==> src/rtl/io_mux_pkg.sv <==
// ============================================================================
// Module   : io_mux_pkg
// Brief    : Shared state encoding and function-code helpers for io_mux_bank.
// Revision : 1.0 - initial release
// ============================================================================
`default_nettype none

package io_mux_pkg;

    localparam logic [0:0] c_ST_RUN   = 1'b0;
    localparam logic [0:0] c_ST_DRAIN = 1'b1;

    function automatic int fcount(input int rx, input int tx);
        return rx + tx;
    endfunction

    // One spare code above the last function so OFF is always representable.
    function automatic int fwidth(input int rx, input int tx);
        return $clog2(rx + tx + 1);
    endfunction

    function automatic int off_code(input int rx, input int tx);
        return rx + tx;
    endfunction

endpackage

`default_nettype wire

==> src/rtl/io_mux_pin_seq.sv <==
// ============================================================================
// Module   : io_mux_pin_seq
// Brief    : One pin's selection sequencer with turnaround, input synchroniser
//            and registered pad outputs.
// Revision : 1.0 - initial release
// ============================================================================
`default_nettype none

module io_mux_pin_seq
    import io_mux_pkg::*;
#(
    parameter int RXCOUNT     = 2,
    parameter int TXCOUNT     = 3,
    parameter int TURNAROUND  = 2,
    parameter int SYNC_STAGES = 2,
    parameter int FWIDTH      = fwidth(RXCOUNT, TXCOUNT)
) (
    input  logic               clk,
    input  logic               rst,
    input  logic               i_hold,
    input  logic [FWIDTH-1:0]  i_func_select,
    input  logic [TXCOUNT-1:0] i_func_transmit,
    input  logic               i_pin_in,
    output logic               o_pin_ena,
    output logic               o_pin_out,
    output logic [RXCOUNT-1:0] o_func_receive,
    output logic               o_busy
);

    localparam int              CW         = (TURNAROUND > 1) ? $clog2(TURNAROUND) : 1;
    localparam logic [CW-1:0]   c_CNT_LOAD = CW'(TURNAROUND - 1);
    localparam logic [FWIDTH-1:0] c_OFF    = FWIDTH'(off_code(RXCOUNT, TXCOUNT));

    logic [0:0]             r_state;
    logic [FWIDTH-1:0]      r_cur_sel;
    logic [FWIDTH-1:0]      r_pend;
    logic [CW-1:0]          r_cnt;
    logic [SYNC_STAGES-1:0] r_sync;
    logic                   r_pin_ena;
    logic                   r_pin_out;

    logic [0:0]             w_next_state;
    logic [FWIDTH-1:0]      w_next_sel;
    logic [FWIDTH-1:0]      w_next_pend;
    logic [CW-1:0]          w_next_cnt;
    logic                   w_tx_en;
    logic                   w_tx_bit;

    always_ff @(posedge clk or posedge rst) begin
        if (rst) begin
            r_state   <= c_ST_RUN;
            r_cur_sel <= c_OFF;
            r_pend    <= c_OFF;
            r_cnt     <= '0;
            r_sync    <= '0;
            r_pin_ena <= 1'b0;
            r_pin_out <= 1'b0;
        end else begin
            r_state   <= w_next_state;
            r_cur_sel <= w_next_sel;
            r_pend    <= w_next_pend;
            r_cnt     <= w_next_cnt;
            r_sync    <= {r_sync[SYNC_STAGES-2:0], i_pin_in};
            r_pin_ena <= w_tx_en;
            r_pin_out <= w_tx_bit;
        end
    end

    // The pin is forced OFF on entry to DRAIN; a newer request restarts the wait.
    always_comb begin
        w_next_state = r_state;
        w_next_sel   = r_cur_sel;
        w_next_pend  = r_pend;
        w_next_cnt   = r_cnt;
        case (r_state)
            c_ST_RUN: begin
                if (!i_hold && (i_func_select != r_cur_sel)) begin
                    w_next_state = c_ST_DRAIN;
                    w_next_pend  = i_func_select;
                    w_next_cnt   = c_CNT_LOAD;
                    w_next_sel   = c_OFF;
                end
            end
            c_ST_DRAIN: begin
                if (!i_hold && (i_func_select != r_pend)) begin
                    w_next_pend = i_func_select;
                    w_next_cnt  = c_CNT_LOAD;
                end else if (r_cnt == '0) begin
                    w_next_sel   = r_pend;
                    w_next_state = c_ST_RUN;
                end else begin
                    w_next_cnt = r_cnt - CW'(1);
                end
            end
            default: begin
                w_next_state = c_ST_RUN;
                w_next_sel   = c_OFF;
            end
        endcase
    end

    always_comb begin
        w_tx_en  = 1'b0;
        w_tx_bit = 1'b0;
        for (int t = 0; t < TXCOUNT; t++) begin
            if (w_next_sel == FWIDTH'(RXCOUNT + t)) begin
                w_tx_en  = 1'b1;
                w_tx_bit = i_func_transmit[t];
            end
        end
        o_func_receive = '0;
        for (int r = 0; r < RXCOUNT; r++) begin
            o_func_receive[r] = (r_cur_sel == FWIDTH'(r)) && r_sync[SYNC_STAGES-1];
        end
        o_busy = (r_state == c_ST_DRAIN);
    end

    assign o_pin_ena = r_pin_ena;
    assign o_pin_out = r_pin_out;

endmodule

`default_nettype wire

==> src/rtl/io_mux_bank.sv <==
// ============================================================================
// Module   : io_mux_bank
// Brief    : Registered multi-pin IO function mux with glitch-free turnaround.
//            Optional selection lock enabled by defining IO_MUX_BANK_LOCK_EN.
// Revision : 1.0 - initial release
// ============================================================================
`default_nettype none

module io_mux_bank
    import io_mux_pkg::*;
#(
    parameter int PINCOUNT    = 4,
    parameter int RXCOUNT     = 2,
    parameter int TXCOUNT     = 3,
    parameter int TURNAROUND  = 2,
    parameter int SYNC_STAGES = 2
) (
    input  logic                                           clk,
    input  logic                                           rst,
`ifdef IO_MUX_BANK_LOCK_EN
    input  logic                                           lock,
`endif
    output logic [PINCOUNT-1:0]                            pin_ena,
    output logic [PINCOUNT-1:0]                            pin_out,
    input  logic [PINCOUNT-1:0]                            pin_in,
    input  logic [PINCOUNT*fwidth(RXCOUNT, TXCOUNT)-1:0]   func_select,
    output logic [PINCOUNT*RXCOUNT-1:0]                    func_receive,
    input  logic [PINCOUNT*TXCOUNT-1:0]                    func_transmit,
    output logic [PINCOUNT-1:0]                            busy
);

    localparam int FWIDTH = fwidth(RXCOUNT, TXCOUNT);

    logic w_hold;

`ifdef IO_MUX_BANK_LOCK_EN
    // Sticky until reset; only blocks new requests, an active drain still lands.
    logic r_locked;

    always_ff @(posedge clk or posedge rst) begin
        if (rst) begin
            r_locked <= 1'b0;
        end else if (lock) begin
            r_locked <= 1'b1;
        end
    end

    assign w_hold = r_locked;
`else
    assign w_hold = 1'b0;
`endif

    for (genvar p = 0; p < PINCOUNT; p++) begin : g_pin
        io_mux_pin_seq #(
            .RXCOUNT     (RXCOUNT),
            .TXCOUNT     (TXCOUNT),
            .TURNAROUND  (TURNAROUND),
            .SYNC_STAGES (SYNC_STAGES),
            .FWIDTH      (FWIDTH)
        ) u_seq (
            .clk             (clk),
            .rst             (rst),
            .i_hold          (w_hold),
            .i_func_select   (func_select[p*FWIDTH +: FWIDTH]),
            .i_func_transmit (func_transmit[p*TXCOUNT +: TXCOUNT]),
            .i_pin_in        (pin_in[p]),
            .o_pin_ena       (pin_ena[p]),
            .o_pin_out       (pin_out[p]),
            .o_func_receive  (func_receive[p*RXCOUNT +: RXCOUNT]),
            .o_busy          (busy[p])
        );
    end

endmodule

`default_nettype wire
==> config.mk <==
export PLATFORM = sky130hd
export DESIGN_NAME = io_mux_bank
export DESIGN_NICKNAME = d
export VERILOG_FILES = /design/src/rtl/io_mux_pkg.sv /design/src/rtl/io_mux_pin_seq.sv /design/src/rtl/io_mux_bank.sv
export SDC_FILE = /design/constraint.sdc
export NUM_CORES = 1
export LEC_CHECK = 0
export CAP_MARGIN = 20
export CORE_ASPECT_RATIO = 1.1
export CORE_MARGIN = 2
export CORE_UTILIZATION = 53
export CTS_BUF_LIST = sky130_fd_sc_hd__clkbuf_16
export DETAILED_ROUTE_END_ITERATION = 10
export PLACE_DENSITY = 0.81
export SLEW_MARGIN = 20
export SYNTH_ARGS = -nofsm -noshare
export SYNTH_HDL_FRONTEND = slang
export SYNTH_HIERARCHICAL = 1
export SYNTH_SLANG_ARGS = --single-unit
==> constraint.sdc <==
create_clock -name clk -period 2 [get_ports clk]
set_input_delay 0.4 -clock clk [delete_from_list [all_inputs] [get_ports clk]]
set_output_delay 0.4 -clock clk [all_outputs]
set_load 0.02 [all_outputs]
* Word level (Yosys, flattened, before mapping) *
Cells that the tools add are included.

cells by class
  add/sub/neg operators = 4
  eq/ne operators = 32
  mux-type cells = 84
  bitwise operators = 4
  reductions and logical operators = 16

operators by type and width
  cell                   count
  $mux W3                20
  $mux W1                48
  $pmux W3 S2            8
  $eq A3 B2 Y1 const B   8
  $ne A3 B3 Y1           8
  $pmux W1 S2            8
  $eq A3 B1 Y1 const B   4
  $eq A3 B3 Y1 const B   4
  $logic_not A3 Y1       4
  $logic_and A1 B1 Y1    8
  $ne A2 B1 Y1 const B   4
  $ne A2 B2 Y1 const B   4
  $reduce_and A2 Y1      4
  $not A1 Y1             4
  $sub A1 B1 Y1 const B  4

word-level totals
  bits in registers = 48
  input bits = 30
  output and inout port bits = 20
  word-level logic and storage cells = 168

* Longest topological paths before layout *
  depth in word-level cells = 7
  gate-level depth with buffers = 6
  gate-level depth less buffers = 5

* Hierarchy *
Netlist, hierarchy kept.

by module, submodules not included
  module          instances  cells each  area each (sq um)
  io_mux_pin_seq  4          68          713.2
  io_mux_bank     1          1           3.8

* Least setup slack after synthesis *
OpenSTA, ideal clock, no wires.

  kind = register to register
  start = register g_pin[0].u_seq.r_cur_sel[0]
  end = register g_pin[0].u_seq.r_pin_out
  data arrival time = 1537 ps
  data required time = 1905 ps
  setup slack = 368 ps
  cell stages (with the launch flop) = 6
  buffers on the path = 0
  cell sequence = dfstp_2 > xnor2_1 > a311oi_2 > nor3_1 > nor3_1 > o32ai_2

on the way
  cells in the longest elaborated chain, start to end = 7

RTL lines
  item                                            RTL line                                    text
  from (decl)                                     io_mux_pin_seq.sv:35                        logic [FWIDTH-1:0] r_cur_sel;
  from (signal assigned)                          io_mux_pin_seq.sv:52                        r_cur_sel <= c_OFF;
  from (signal assigned)                          io_mux_pin_seq.sv:60                        r_cur_sel <= w_next_sel;
  $ne A3 B3 Y1 / $mux W3 (equally long branches)  io_mux_pin_seq.sv:77, io_mux_pin_seq.sv:88
  $mux W3 (on tied branches)                      io_mux_pin_seq.sv:77, io_mux_pin_seq.sv:85
  $pmux W3 S2 *                                   io_mux_pin_seq.sv:75                        case (r_state)
  $eq A3 B2 Y1                                    io_mux_pin_seq.sv:106                       if (w_next_sel == FWIDTH'(RXCOUNT + t)) begin
  $mux W1 (2 in a row)                            io_mux_pin_seq.sv:106
  $mux W1 *                                       io_mux_pin_seq.sv:106
  net g_pin[0].u_seq.w_tx_bit                     io_mux_pin_seq.sv:47                        logic w_tx_bit;
  to (signal assigned)                            io_mux_pin_seq.sv:65                        r_pin_out <= w_tx_bit;
  to (decl)                                       io_mux_pin_seq.sv:40                        logic r_pin_out;

Mark *: on every way through the listed nets, which the timed path passes. The rest lies on a longest branch.
A chain may end at the register's enable or synchronous reset.

* Worst setup path after layout *
  start = input func_select[6]
  end = register g_pin[2].u_seq.r_pin_out

on the way
  cells in the longest elaborated chain, start to end = 7

RTL lines
  item                             RTL line                                    text
  from (decl)                      io_mux_bank.sv:26                           input logic [PINCOUNT*fwidth(RXCOUNT, TXCOUNT)-1:0] func_select,
  $ne A3 B3 Y1 (on tied branches)  io_mux_pin_seq.sv:85, io_mux_pin_seq.sv:77
  $mux W3 (on tied branches)       io_mux_pin_seq.sv:85, io_mux_pin_seq.sv:77
  $pmux W3 S2 *                    io_mux_pin_seq.sv:75
  $eq A3 B2 Y1                     io_mux_pin_seq.sv:106
  $mux W1 (2 in a row)             io_mux_pin_seq.sv:106
  $mux W1 *                        io_mux_pin_seq.sv:106
  net g_pin[2].u_seq.w_tx_bit      io_mux_pin_seq.sv:47
  to (signal assigned)             io_mux_pin_seq.sv:65
  to (decl)                        io_mux_pin_seq.sv:40

Marks and branches as above.

==> metrics.csv <==
stage,metric,value,unit
cts,cts_buffers,5,
grt,grt_pass1_wl,10600,um
finish,nets,387,
routing,ant_nets,0,
routing,drt_iter0_markers,141,
finish,fill_cells,341,
cts,cts_tree,done,
cts,clkLatencyLatePin,0.28,ns
cts,root_buffer,clkbuf_16,
sta,fin_worst_skew,0.00348,ns
synth,syn_area,2860,sq um
setup_path,end_kind,register,
placed_design,port_buffers,49,
routing,vias,2483,
finish,final_cell_mix,"buf_4, clkdlybuf4s50_1, dfrtp_1",
sta,post-route-period-util,99.2,%
sta,whs,0.352,ns
setup_path,startpoint_type,input port,
worst_hold_path,hold_path.class,reg -> reg,
finish,area.sequential,1220,sq um
placed_design,gp_congestion,0.923,
floorplanning,initial_core_util,54.0,%
finish,final_util,75.1,%
setup_path,required,2.19,ns
pwr,power_density,1530,nW/um^2
grt,grt_overflow,0,
cts,clk_pin_slew,0.06,ns
floorplanning,num_io_pins,50,
synth,synth_cell_types,32,
cts,clock-sinks,48,
synth,syn_avg_cell_area,10.5,sq um
routing,wl_per_cell,15.4,um
grt,grt_util_all_layers,22.6,%
setup_path,regToRegSetupSlack,0.13,ns
setup_path,critPathMaxStageDelay,0.49,ns
routing,drtPass1Iterations,4,
setup_path,crit_buf_inv,2,
synth,synth_top_area_cell,dfrtp_1,
sta,min_period,1.98,ns
sta,setup_slack,0.0163,ns
setup_path,worstSetupPathType,in -> reg,
cts,cts_htree_levels,2,
floorplanning,fp.dieArea,5990,sq um
sta,fmax,504,MHz
grt,grt_pass1_vias,2290,
setup_path,cp_data_arrival_time,2.17,ns
setup_path,worstPathCellList,clkdlybuf4s50_1 -> xnor2_1 -> a31oi_1 -> mux2i_1 -> buf_4 -> o21ba_2 -> o32ai_2,
synth,ys_warn_count,6,
synth,synth_top_area_share,28.0,%
grt,antenna_found_initial,0,
setup_path,slowest_stage,clkdlybuf4s50_1,
pwr,ir_drop,884,uV
placed_design,dpl_worst_slack,-0.319,ns
setup_path,critical_path.max_fanout,4,
setup_path,critical_path.top_delay_family,buffers and inverters,
floorplanning,rows,28,
grt,grt_max_degree,14,
cts,cts_max_path_buffers,2,
finish,area.growth.synth_to_final,39.0,%
synth,synth.area.top_cells,"dfrtp_1, dfstp_2, xnor2_1, mux2_2, a31oi_1",
floorplanning,core_area,5290,sq um
sta,maxSlewViolCount,0,
synth,ys_ff_latch,48,
cts,holdBufCountCts,0,
pwr,p_total,6.07,mW
sta,setup_viol,0,
placed_design,place_hpwl,4790,um
synth,syn_inst,273,
sta,hold_viol_final,0,
routing,routed_wl,6630,um
pwr,p_leak,1.74,nW
floorplanning,die_x,74.0,um
outcome,status,"complete, no violations",
finish,n_antenna_cell,0,
finish,drive_gt1_share,32.8,%
job,max_cap_viol_count,0,
floorplanning,die_h,81.0,um
synth,synth-seq-area-share,42.8,%
routing,via_per_inst,5.75,
routing,drcViolationCount,0,
finish,multi_input_area,1720,sq um
==> metrics by stage <==
| stage | std cells | cell area, sq um | setup TNS [ns] |
|---|---|---|---|
| after floorplan | 276 | 2870 | 0 |
| after global placement | 422 | 3650 | -2.45 |
| after detailed placement | 422 | 3650 | -3.67 |
| after CTS | 429 | 3790 | 0 |
| after global routing | 432 | 3970 | -0.142 |
| final | 432 | 3970 | 0 |
==> timing repair <==
action	in CTS	in global routing
setup endpoints to repair	9	7
setup buffers	0	3
gates resized for setup	12	27
pin swaps	0	3
==> cells in the mapped netlist (all sizes together) <==
library cell and instances:
dfrtp 32, nor2 24, xnor2 24, a31oi 16, dfstp 16, inv 16, nor3 16, a21oi 12
mux2 12, nand2 12, a311oi 8, clkbuf 8, nand2b 8, nor4b 8, a22o 4, a311o 4
a41o 4, a41oi 4, and3b 4, and4bb 4, mux2i 4, nand3 4, nor2b 4, o21ai 4
o21ba 4, o22ai 4, o31ai 4, o32ai 4, or2b 4, conb 1
==> worst reg2reg max path: stages (launching register included) <==
cell      delay [ns]
dfrtp_1         0.44
xnor2_1         0.16
buf_4           0.16
a311oi_2        0.32
nor3_1          0.11
buf_4           0.17
o22ai_1         0.25
o32ai_2         0.13
==> final cells by class <==
cell class              instances  area share (%)
multi-input cells             204            43.3
flip-flops and latches         48            30.7
repair buffers                 82            18.7
clock buffers                   5            3.15
well taps                      75            2.36
inverters                      16            1.51
clock inverters                 2           0.221
==> metal layers <==
metal | part of all wire, % | track usage [%]
met5 | 0 | 0
met1 | 43 | 29.4
met2 | 50 | 38.5
met4 | 1.3 | 6.36
met3 | 5.9 | 3.97
==> cell families (layout without fill, tap and decap cells) <==
kind of cell	count (synthesis)	after routing	share of synthesized area, %
flops	48	48	42.8
xor+xnor	24	24	7.36
other cells	1	4	0.131
simple gates	88	88	18.2
buf+inv	24	105	3.15
compound gates	72	72	22.3
mux	16	16	6.13
==> final timing paths <==
path,startpoint,cells past startpoint,to
max reg2reg,g_pin[1].u_seq/r_cur_sel[1],7,g_pin[1].u_seq/o_pin_out
max in group asynchronous,rst,2,g_pin[2].u_seq/r_pend[0]
min reg2reg,g_pin[3].u_seq/r_sync[0],0,g_pin[3].u_seq/r_sync[1]
max,func_select[6],7,g_pin[2].u_seq/o_pin_out
min in group asynchronous,rst,2,g_pin[0].u_seq/r_cnt
min,g_pin[3].u_seq/r_sync[0],0,g_pin[3].u_seq/r_sync[1]
==> power by group <==
group,switching [mW],total (mW),leakage (nW),internal (mW)
Sequential,0.470,1.95,0.556,1.48
Clock,0.331,0.780,0.0709,0.449
Combinational,1.64,3.33,1.12,1.69
==> state kept, by name (all words and copies together) (netlist names) <==
signal                 flops
g_pin.u_seq/r_sync         8
g_pin.u_seq/o_pin_ena      4
g_pin.u_seq/o_pin_out      4
g_pin.u_seq/o_busy         4
g_pin.u_seq/r_pend        12
g_pin.u_seq/r_cur_sel     12
g_pin.u_seq/r_cnt          4
Power figures use the tool's default switching activity.
